**src/rtl/bsr_piso_tx_ctrl.sv**
```systemverilog
// bsr_piso_tx_ctrl: valid/ready fed serial transmitter built on a bidirectional
// PISO shift register. Each accepted word is shifted out MSB- or LSB-first, one
// bit per tick, with a sout_valid strobe per bit and frame_last on the final bit.
// Optional: define BSR_PISO_TX_PARITY_EN to append an even-parity bit per frame.
module bsr_piso_tx_ctrl #(
    parameter int unsigned WIDTH = 4,
    parameter int unsigned CNT_W = $clog2(WIDTH + 1)
) (
    input  logic             clk,
    input  logic             rst,
    input  logic             in_valid,
    output logic             in_ready,
    input  logic [WIDTH-1:0] pin,
    input  logic             in_mode,
    input  logic             tick,
    output logic             sout,
    output logic             sout_valid,
    output logic             frame_last,
    output logic             busy
);

    typedef enum logic [1:0] {
        StIdle,
        StShift,
        StParity
    } state_e;

    state_e             state_q, state_d;
    logic [WIDTH-1:0]   shift_q, shift_d;
    logic               mode_q, mode_d;
    logic [CNT_W-1:0]   count_q, count_d;
    logic               sout_q, sout_d;
    logic               sout_valid_q, sout_valid_d;
    logic               frame_last_q, frame_last_d;
    logic               busy_q, busy_d;
`ifdef BSR_PISO_TX_PARITY_EN
    logic               parity_q, parity_d;
`endif

    // The producer may only hand over a word while nothing is in flight.
    assign in_ready   = (state_q == StIdle);
    assign sout       = sout_q;
    assign sout_valid = sout_valid_q;
    assign frame_last = frame_last_q;
    assign busy       = busy_q;

    // Next-state logic: accept in IDLE, one bit per tick in SHIFT (and PARITY).
    always_comb begin
        state_d      = state_q;
        shift_d      = shift_q;
        mode_d       = mode_q;
        count_d      = count_q;
        sout_d       = sout_q;
        sout_valid_d = 1'b0;
        frame_last_d = 1'b0;
        busy_d       = busy_q;
`ifdef BSR_PISO_TX_PARITY_EN
        parity_d     = parity_q;
`endif
        case (state_q)
            StIdle: begin
                if (in_valid) begin
                    shift_d = pin;
                    mode_d  = in_mode;
                    count_d = '0;
                    busy_d  = 1'b1;
                    state_d = StShift;
`ifdef BSR_PISO_TX_PARITY_EN
                    parity_d = ^pin;
`endif
                end
            end
            StShift: begin
                if (tick) begin
                    sout_d       = mode_q ? shift_q[WIDTH-1] : shift_q[0];
                    sout_valid_d = 1'b1;
                    shift_d      = mode_q ? {shift_q[WIDTH-2:0], 1'b0}
                                          : {1'b0, shift_q[WIDTH-1:1]};
                    count_d      = count_q + CNT_W'(1);
                    if (count_q == CNT_W'(WIDTH - 1)) begin
`ifdef BSR_PISO_TX_PARITY_EN
                        state_d = StParity;
`else
                        frame_last_d = 1'b1;
                        busy_d       = 1'b0;
                        state_d      = StIdle;
`endif
                    end
                end
            end
`ifdef BSR_PISO_TX_PARITY_EN
            StParity: begin
                if (tick) begin
                    sout_d       = parity_q;
                    sout_valid_d = 1'b1;
                    frame_last_d = 1'b1;
                    busy_d       = 1'b0;
                    state_d      = StIdle;
                end
            end
`endif
            default: state_d = StIdle;
        endcase
    end

    // State and registered outputs; reset discards any in-flight word.
    always_ff @(posedge clk) begin
        if (rst) begin
            state_q      <= StIdle;
            shift_q      <= '0;
            mode_q       <= 1'b0;
            count_q      <= '0;
            sout_q       <= 1'b0;
            sout_valid_q <= 1'b0;
            frame_last_q <= 1'b0;
            busy_q       <= 1'b0;
`ifdef BSR_PISO_TX_PARITY_EN
            parity_q     <= 1'b0;
`endif
        end else begin
            state_q      <= state_d;
            shift_q      <= shift_d;
            mode_q       <= mode_d;
            count_q      <= count_d;
            sout_q       <= sout_d;
            sout_valid_q <= sout_valid_d;
            frame_last_q <= frame_last_d;
            busy_q       <= busy_d;
`ifdef BSR_PISO_TX_PARITY_EN
            parity_q     <= parity_d;
`endif
        end
    end

endmodule

```
**config.mk**
```make
export PLATFORM = sky130hd
export DESIGN_NAME = bsr_piso_tx_ctrl
export DESIGN_NICKNAME = d
export VERILOG_FILES = /design/src/rtl/bsr_piso_tx_ctrl.sv
export SDC_FILE = /design/constraint.sdc
export NUM_CORES = 1
export LEC_CHECK = 0
export CORE_MARGIN = 2
export CORE_UTILIZATION = 40
export DETAILED_ROUTE_END_ITERATION = 8
export HOLD_SLACK_MARGIN = 0.02
export MAX_ROUTING_LAYER = met4
export PLACE_DENSITY = 0.67
export SETUP_SLACK_MARGIN = 0.1
export SLEW_MARGIN = 20
export SYNTH_ARGS = -nofsm -noshare
export SYNTH_HDL_FRONTEND = slang
export SYNTH_SLANG_ARGS = --single-unit
```
**constraint.sdc**
```tcl
create_clock -name clk -period 1.3 [get_ports clk]
set_input_delay 0.26 -clock clk [delete_from_list [all_inputs] [get_ports clk]]
set_output_delay 0.26 -clock clk [all_outputs]
set_load 0.05 [all_outputs]
```
==> results of run 1 <==
==> final timing paths <==
check / to / depth (start not counted)
max: in_ready / 2
max reg2reg: shift_q[1] / 4
min: count_q[2] / 2
min reg2reg: count_q[2] / 2
==> repair_timing <==
| item | in CTS | in global routing |
|---|---|---|
| hold buffers | 0 | 0 |
| setup endpoints to repair | 1 | 0 |
| hold endpoints to repair | 0 | 0 |
| resized for setup | 0 | 0 |
| setup buffers | 1 | 0 |
==> per-stage QoR <==
| stage | cells | cell area, µm² | total power [mW] |
|---|---|---|---|
| final | 89 | 812 | 0.885 |
| after global routing | 89 | 812 | 0.929 |
| after CTS | 89 | 812 | 0.895 |
| after detailed placement | 84 | 756 | 0.591 |
| after global placement | 84 | 756 | 0.590 |
| after floorplan | 56 | 561 | 0.518 |
==> cells by family (layout without fill, tap and decap cells) <==
logic type,Yosys count,in the layout,share of synthesized area
simple gates,21,21,0.198
buf+inv,4,22,0.0472
compound gates,10,10,0.139
fa+ha+maj,2,2,0.0449
mux,7,7,0.139
flops,12,12,0.431
==> critical path: stages, from the launching register on <==
cell and delay, ps:
dfxtp_4 370, inv_1 90, buf_12 140
==> where the power goes <==
group | total [mW] | switching, mW | internal, mW | leakage [nW]
Clock | 0.295 | 0.125 | 0.170 | 0.0210
Combinational | 0.183 | 0.0812 | 0.101 | 0.215
Sequential | 0.407 | 0.0195 | 0.388 | 0.0991
==> cells in the final DEF (no fill, tap or decap) <==
cell type and instances:
a2bb2oi_1 1, a22oi_1 1, mux2i_1 4, mux2_4 1, o21ai_0 2, clkdlybuf4s50_1 8, dfxtp_4 1, nor3_1 1
a211oi_2 2, buf_12 6, clkbuf_8 1, and2b_1 1, o22ai_1 1, and2_4 1, and2_1 1, inv_1 2
nand2b_4 1, ha_1 2, dfxtp_1 11, mux2_1 2, nor4_2 1, a21oi_1 1, a211oi_1 2, nand2_1 3
nor2_1 12, buf_4 2, clkbuf_4 3
==> layer usage <==
layer / GRT usage / part of all wire
met4: 0.0968 / 0.015
met1: 0.172 / 0.46
met5: - / 0
met3: 0.0638 / 0.040
met2: 0.219 / 0.48
==> flip-flops by register name, indices dropped and copies added, names as in the netlist <==
name and flops:
sout 1, frame_last 1, mode_q 1, busy 1, shift_q 4, sout_valid 1
count_q 3
==> cell type report <==
| cell class | count | area [µm²] | share of cell area |
|---|---|---|---|
| Multi-Input combinational cell | 40 | 290 | 0.357 |
| Inverter | 2 | 7.51 | 0.00924 |
| Sequential cell | 12 | 244 | 0.300 |
| Timing Repair Buffer | 16 | 215 | 0.265 |
| Tap cell | 15 | 18.8 | 0.0231 |
| Clock buffer | 4 | 36.3 | 0.0447 |
==> flow_summary.ini, run 1 <==
[clock_tree]
cts_tree = yes
clockBufferDepth = 2
cts_root_buf = clkbuf_4
clk_latency_ps = 270
cts_inserted_buffers = 3
cts_max_level = 1
cts_sinks = 12
clk_pin_slew_ps = 80

[setup_path]
crit_fanout = 3
worstSetupStartpoint = busy
required_ps = 1040
crit_path_end_kind = primary output
reg2reg_slack_ps = 190
path_class = flip-flop to primary output
crit_arrival_ps = 870
r2r-start = busy
cp-start-kind = flip-flop

[finish]
nFillCells = 115
post-route-util = 0.624
drive_gt1_frac = 0.257
design.final.nets = 86
diodes = 0
area_delta_synth_final_pct = 45.8

[die]
initial_core_util = 0.428
ios = 14
fp.dieH_um = 41.3
fp-row-count = 13
fp.dieW_um = 41.3
core_um2 = 1300
die-area_um2 = 1710

[synthesis]
synth_cell_types = 23
ys_top_cells_by_area = dfxtp_1 43%, nor2_1 8.1%, mux2i_1 7.2%
synth.cells.most_frequent = 12 x dfxtp_1, 12 x nor2_1, 4 x mux2i_1
yosys_warnings = 0
ys_seq_area_frac = 0.431
synthFlopType = dfxtp_1
avgSynthCellArea_um2 = 9.94
yosys.area.top_type = dfxtp_1
synthesis.nets = 67
synth.top_cell.area_share = 0.431
synthArstFlopShare = 0
synth_edf_count = 0
ys_ff_latch = 12
synthesis.area_um2 = 557
netlist_instances = 56

[routing]
ant_nets = 0
via_count = 434
wl_um = 907
wl_per_cell_um = 10.2
drcViolationCount = 0
firstDrtPassIters = 4
drt-initial-drc-count = 3
vias_per_cell = 4.88

[grt]
track_usage = 0.152
grt_pass1_vias = 389
grt_start_max_net_pins = 9
grt_pass1_wl_mm = 1.57
antenna_found_initial = 0
gr-total-overflow = 0

[placement]
pre_cts_slack_ps = -88.9
routabilityCongestion = 0.815
dpl.hpwl_um = 721
port_buffers = 13

[timing]
slew_violations = 0
tightest_slew_ps = 246
timing.final.crit_share = 0.866
max-slew-margin-rel = 0.832
setup_tns_ps = 0
finalHoldViolCount = 0
skew_ps = 1.14
finalSetupViolations = 0
fin_crit_ps = 1130
rsz0062_at_grt = false
holdWs_ps = 491
fmax_mhz = 888
setup_ws_ps = 174

[job]
max_cap_viol_count = 0

[min_path]
worst_hold_startpoint = count_q[2]
hp-class = flip-flop to flip-flop

[power_and_ir_drop]
peakVddDrop_v = 0.000521
p_leak_nw = 0.335
p_per_area_nw_per_um2 = 1090

[outcome]
status = complete, no violations
(Power assumes the default switching activity.)
==> run 2, diff against run 1 <==
--- a/config.mk
+++ b/config.mk
@@ -6,8 +6,9 @@
 export NUM_CORES = 1
 export LEC_CHECK = 0
+export CAP_MARGIN = 20
 export CORE_MARGIN = 2
 export CORE_UTILIZATION = 40
 export DETAILED_ROUTE_END_ITERATION = 8
-export HOLD_SLACK_MARGIN = 0.02
+export HOLD_SLACK_MARGIN = 0.08
 export MAX_ROUTING_LAYER = met4
 export PLACE_DENSITY = 0.67
==> constraint.sdc (replaced) <==
create_clock -name clk -period 1.3 [get_ports clk]
set_input_delay 0.26 -clock clk [delete_from_list [all_inputs] [get_ports clk]]
set_output_delay 0.26 -clock clk [all_outputs]
set_load 0.005 [all_outputs]
==> run 2 against run 1 <==
Compared with the run above:
- wire length up 15%
- die area stayed put
- sequential cell count is the same
- sequential share of layout area up 3.2 points
- clock power down 23%
- clock skew increased by 3.9 ps
- sequential power hardly changed
- via count grew 0.92%
- global-route usage grew 1.6 points
- hold slack gained 2.3 ps
- critical path type is now input port to flip-flop
- critical endpoint is now shift_q[3]
==> flow_summary.ini, run 2 (synthesis results as in run 1) <==
[setup_path]
critPathCapture = shift_q[3]
reg2reg_slack_ps = 190
crit_arrival_ps = 1270
crit_fanout = 4
critical-path-slowest-cell = clkdlybuf4s50_1
critical_path.reg2reg.endpoint = shift_q[3]
crit_chain = clkdlybuf4s50_1, mux2_4, nor2_1, nor4_2
reg2regPathDepth = 4
path_class = input port to flip-flop
r2r-start = busy
worstSetupStartpoint = in_valid
required_ps = 1450
cp-start-kind = input port
crit_path_end_kind = flip-flop
max_stage_delay_ps = 500

[placement]
dpl.hpwl_um = 788
routabilityCongestion = 0.753
port_buffers = 13

[clock_tree]
clockBufferDepth = 2
cts_sinks = 12
cts_resized = 7
post-cts-setup-buffers = 0
clk_pin_slew_ps = 70
cts_tree = yes
cts_root_buf = clkbuf_4
cts_inserted_buffers = 3
clk_latency_ps = 270
ctsHoldBuffers = 0
cts_max_level = 1

[finish]
final_common_cell = nor2_1
largest_register_ff_count = 4
drive_gt1_frac = 0.192
layout_common_cells = 12 x nor2_1, 10 x dfxtp_1, 8 x clkdlybuf4s50_1
design.final.nets = 86
top_regs = shift_q x4, count_q x3
diodes = 0
area_delta_synth_final_pct = 31.0
largest_register = shift_q

[routing]
via_count = 438
drt-initial-drc-count = 8
wl_per_cell_um = 11.8
wl_mm = 1.04
ant_nets = 0
vias_per_cell = 4.98
drcViolationCount = 0
firstDrtPassIters = 4

[timing]
finalSetupViolations = 0
max-slew-margin-rel = 0.820
finalHoldViolCount = 0
fmax_mhz = 896
fin_crit_ps = 1120
rsz0062_at_grt = false
tightest_slew_ps = 263
slew_violations = 0
skew_ps = 5.04
setup_tns_ps = 0
timing.final.crit_share = 0.859

[power_and_ir_drop]
total_power_mw = 0.767
p_leak_nw = 0.315
p_per_area_nw_per_um2 = 1050
peakVddDrop_v = 0.000542

[grt]
gr-total-overflow = 0
grt_start_max_net_pins = 9
grt_pass1_vias = 395
antenna_found_initial = 0
track_usage = 0.168
grt_pass1_wl_mm = 1.66

[die]
fp.dieH_um = 41.3
core_um2 = 1300
fp.dieW_um = 41.3
ios = 14
fp-row-count = 13
initial_core_util = 0.428
die-area_um2 = 1710

[outcome]
status = complete, no violations

[job]
max_cap_viol_count = 0

[min_path]
hp-class = flip-flop to flip-flop
-- run 2: changes by cell type in the layout (fill, tap and decap cells not counted), sizes merged --
cell,change
buf,-5
clkbuf,-1
clkdlybuf4s15,+1
dlygate4sd2,+4
-- run 2: layer usage --
metal | track usage | part of all wire
met5 | - | 0
met4 | 0.145 | 0.014
met3 | 0.0638 | 0.035
met2 | 0.234 | 0.45
met1 | 0.186 | 0.50
-- run 2: worst min-delay path by stage --
stage / from / slack [ps] / end / cells after the start
5_1_grt: sout / 510 / sout / 2
3_3_place_gp: count_q[2] / 480 / count_q[2] / 2
4_1_cts: count_q[2] / 490 / count_q[2] / 2
2_1_floorplan: rst / 340 / sout_valid / 1
3_5_place_dp: count_q[2] / 480 / count_q[2] / 2
6_report: count_q[2] / 490 / count_q[2] / 2
-- run 2: cell type report --
class                   instances  area [µm²]
well taps                      15        18.8
clock buffers                   3        22.5
multi-input cells              40         290
repair buffers                 16         148
inverters                       2        7.51
fillers                       132         572
flip-flops and latches         12         243
-- run 2: where the power goes --
group          leakage [nW]  switching (mW)  internal (mW)
Sequential           0.0991          0.0163          0.389
Combinational         0.202          0.0571         0.0763
Clock                0.0138           0.121          0.107
Total                 0.315           0.194          0.573
-- run 2: metrics by stage --
step	setup WS, ps	instances	hold slack [ps]	area (µm²)	util
2_1_floorplan	220	56	340	557	-
3_3_place_gp	-95.1	85	479	709	0.545
4_1_cts	135	88	494	728	0.560
6_report	184	88	493	729	0.561
3_5_place_dp	-90.1	85	478	709	0.545
5_1_grt	128	88	515	729	0.561
-- run 2: critical path, delay by kind of cell --
kind	cells	cell delay, ps
buf+inv	1	500
mux	1	340
simple gates	2	170
==> run 3, diff against run 2 <==
GPL_TIMING_DRIVEN = 0   (was unset)
==> run 3 against run 2 <==
Compared with the run above:
- total power barely moved
- sequential power about the same
- cell area up 3.3%
- final cell count up 2.3%
- non-clock buffer count grew 2
- sequential cell count unchanged
==> flow_summary.ini, run 3 (synthesis results as in run 1) <==
[die]
fp-row-count = 13
ios = 14
die-area_um2 = 1710
initial_core_util = 0.428
core_um2 = 1300
fp.dieW_um = 41.3
fp.dieH_um = 41.3

[power_and_ir_drop]
p_leak_nw = 0.325
p_switching_mw = 0.185
p_sw_frac = 0.241
p_per_area_nw_per_um2 = 1020
seq_power_share = 0.530
power.share.clock = 0.278
p_comb_frac = 0.191
peakVddDrop_v = 0.000687
p_int_mw = 0.582

[setup_path]
required_ps = 1430
critPathTopFamily = flip-flops
max_stage_delay_ps = 330
critPathBufInv = 2
cp-start-kind = flip-flop
path_class = flip-flop to flip-flop
reg2reg_slack_ps = 110
r2r-start = busy
crit_chain = buf_8, buf_6, mux2_4, nor2_1, a211oi_2
crit_fanout = 5
crit_path_end_kind = flip-flop
worstSetupStartpoint = busy
crit_arrival_ps = 1320
critical-path-slowest-cell = dfxtp_2

[routing]
via_count = 445
ant_nets = 0
vias_per_cell = 4.94
wl_per_cell_um = 11.6
firstDrtPassIters = 1
drt-initial-drc-count = 0
drcViolationCount = 0
wl_mm = 1.04

[job]
max_cap_viol_count = 0

[timing]
fin_crit_ps = 1190
setup_tns_ps = 0
tightest_slew_ps = 506
fmax_mhz = 841
holdWs_ps = 493
timing.final.crit_share = 0.915
finalSetupViolations = 0
finalHoldViolCount = 0
rsz0062_at_grt = true
skew_ps = 2.91
max-slew-margin-rel = 0.663
setup_ws_ps = 110
slew_violations = 0

[placement]
pre_cts_slack_ps = -126
dpl.hpwl_um = 756
routabilityCongestion = 0.714
port_buffers = 13
dp_cells = 84

[grt]
grt_pass1_vias = 385
grt_pass1_wl_mm = 1.60
antenna_found_initial = 0
track_usage = 0.158
grt_start_max_net_pins = 11
gr-total-overflow = 0

[clock_tree]
cts_max_level = 1
cts_inserted_buffers = 3
clk_pin_slew_ps = 70
clockBufferDepth = 2
clk_latency_ps = 260
cts_tree = yes
ctsHoldBuffers = 0
cts_root_buf = clkbuf_4
cts_sinks = 12

[finish]
fin_cells = 90
seqCellArea_um2 = 241
design.final.nets = 88
largest_register = shift_q
area_delta_synth_final_pct = 35.3
top_regs = shift_q x4, count_q x3
largest_register_ff_count = 4
drive_gt1_frac = 0.213
multi_input_area_um2 = 298
nFillCells = 122
layout_common_cells = 11 x nor2_1, 11 x dfxtp_1, 8 x clkdlybuf4s50_1
diodes = 0

[outcome]
status = complete, no violations

[min_path]
hp-class = flip-flop to flip-flop
worst_hold_startpoint = count_q[2]
-- run 3: worst paths after layout --
path                                   end  cells past startpoint
worst max-delay path            shift_q[2]                      5
worst min register to register  count_q[2]                      2
worst min-delay path            count_q[2]                      2
worst max register to register  shift_q[2]                      5
-- run 3: per-layer routing --
metal	track usage	vias up	wire (µm)
li1	-	235	-
met5	-	-	0
met3	0.0957	2	63
met4	0.0484	0	10
met1	0.182	199	481
met2	0.227	9	488
-- run 3: tightest hold or removal path: stages (launching register included) --
cell,delay [ps]
dfxtp_1,330
a2bb2oi_1,60
nor2_1,70
-- run 3: power groups by stage --
| stage | registers (mW) | logic (mW) | clock network, mW |
|---|---|---|---|
| final | 0.407 | 0.147 | 0.213 |
| after global routing | 0.409 | 0.162 | 0.247 |
| after CTS | 0.405 | 0.133 | 0.224 |
| after detailed placement | 0.413 | 0.137 | 0 |
| after global placement | 0.412 | 0.136 | 0 |
| after floorplan | 0.410 | 0.0833 | 0 |
-- run 3: stage by stage --
step           area [µm²]   util  power (mW)
2_1_floorplan         557      -       0.493
3_3_place_gp          706  0.542       0.548
3_5_place_dp          706  0.542       0.551
4_1_cts               723  0.556       0.762
5_1_grt               753  0.579       0.818
6_report              753  0.579       0.767
-- run 3: what timing repair did --
| item | CTS | global route |
|---|---|---|
| gates resized for setup | 6 | 6 |
| pin swaps | 0 | 1 |
| buffers inserted | 0 | 3 |
| cloned | 0 | 0 |
| setup endpoints to repair | 5 | 2 |
-- run 3: area by class of cell --
class,count,share of cell area
buffer,2,0.0249
clock buffer,3,0.0299
inverter,2,0.00997
multi-input combinational,40,0.395
sequential,12,0.321
tap,15,0.0249
timing repair buffer,16,0.194
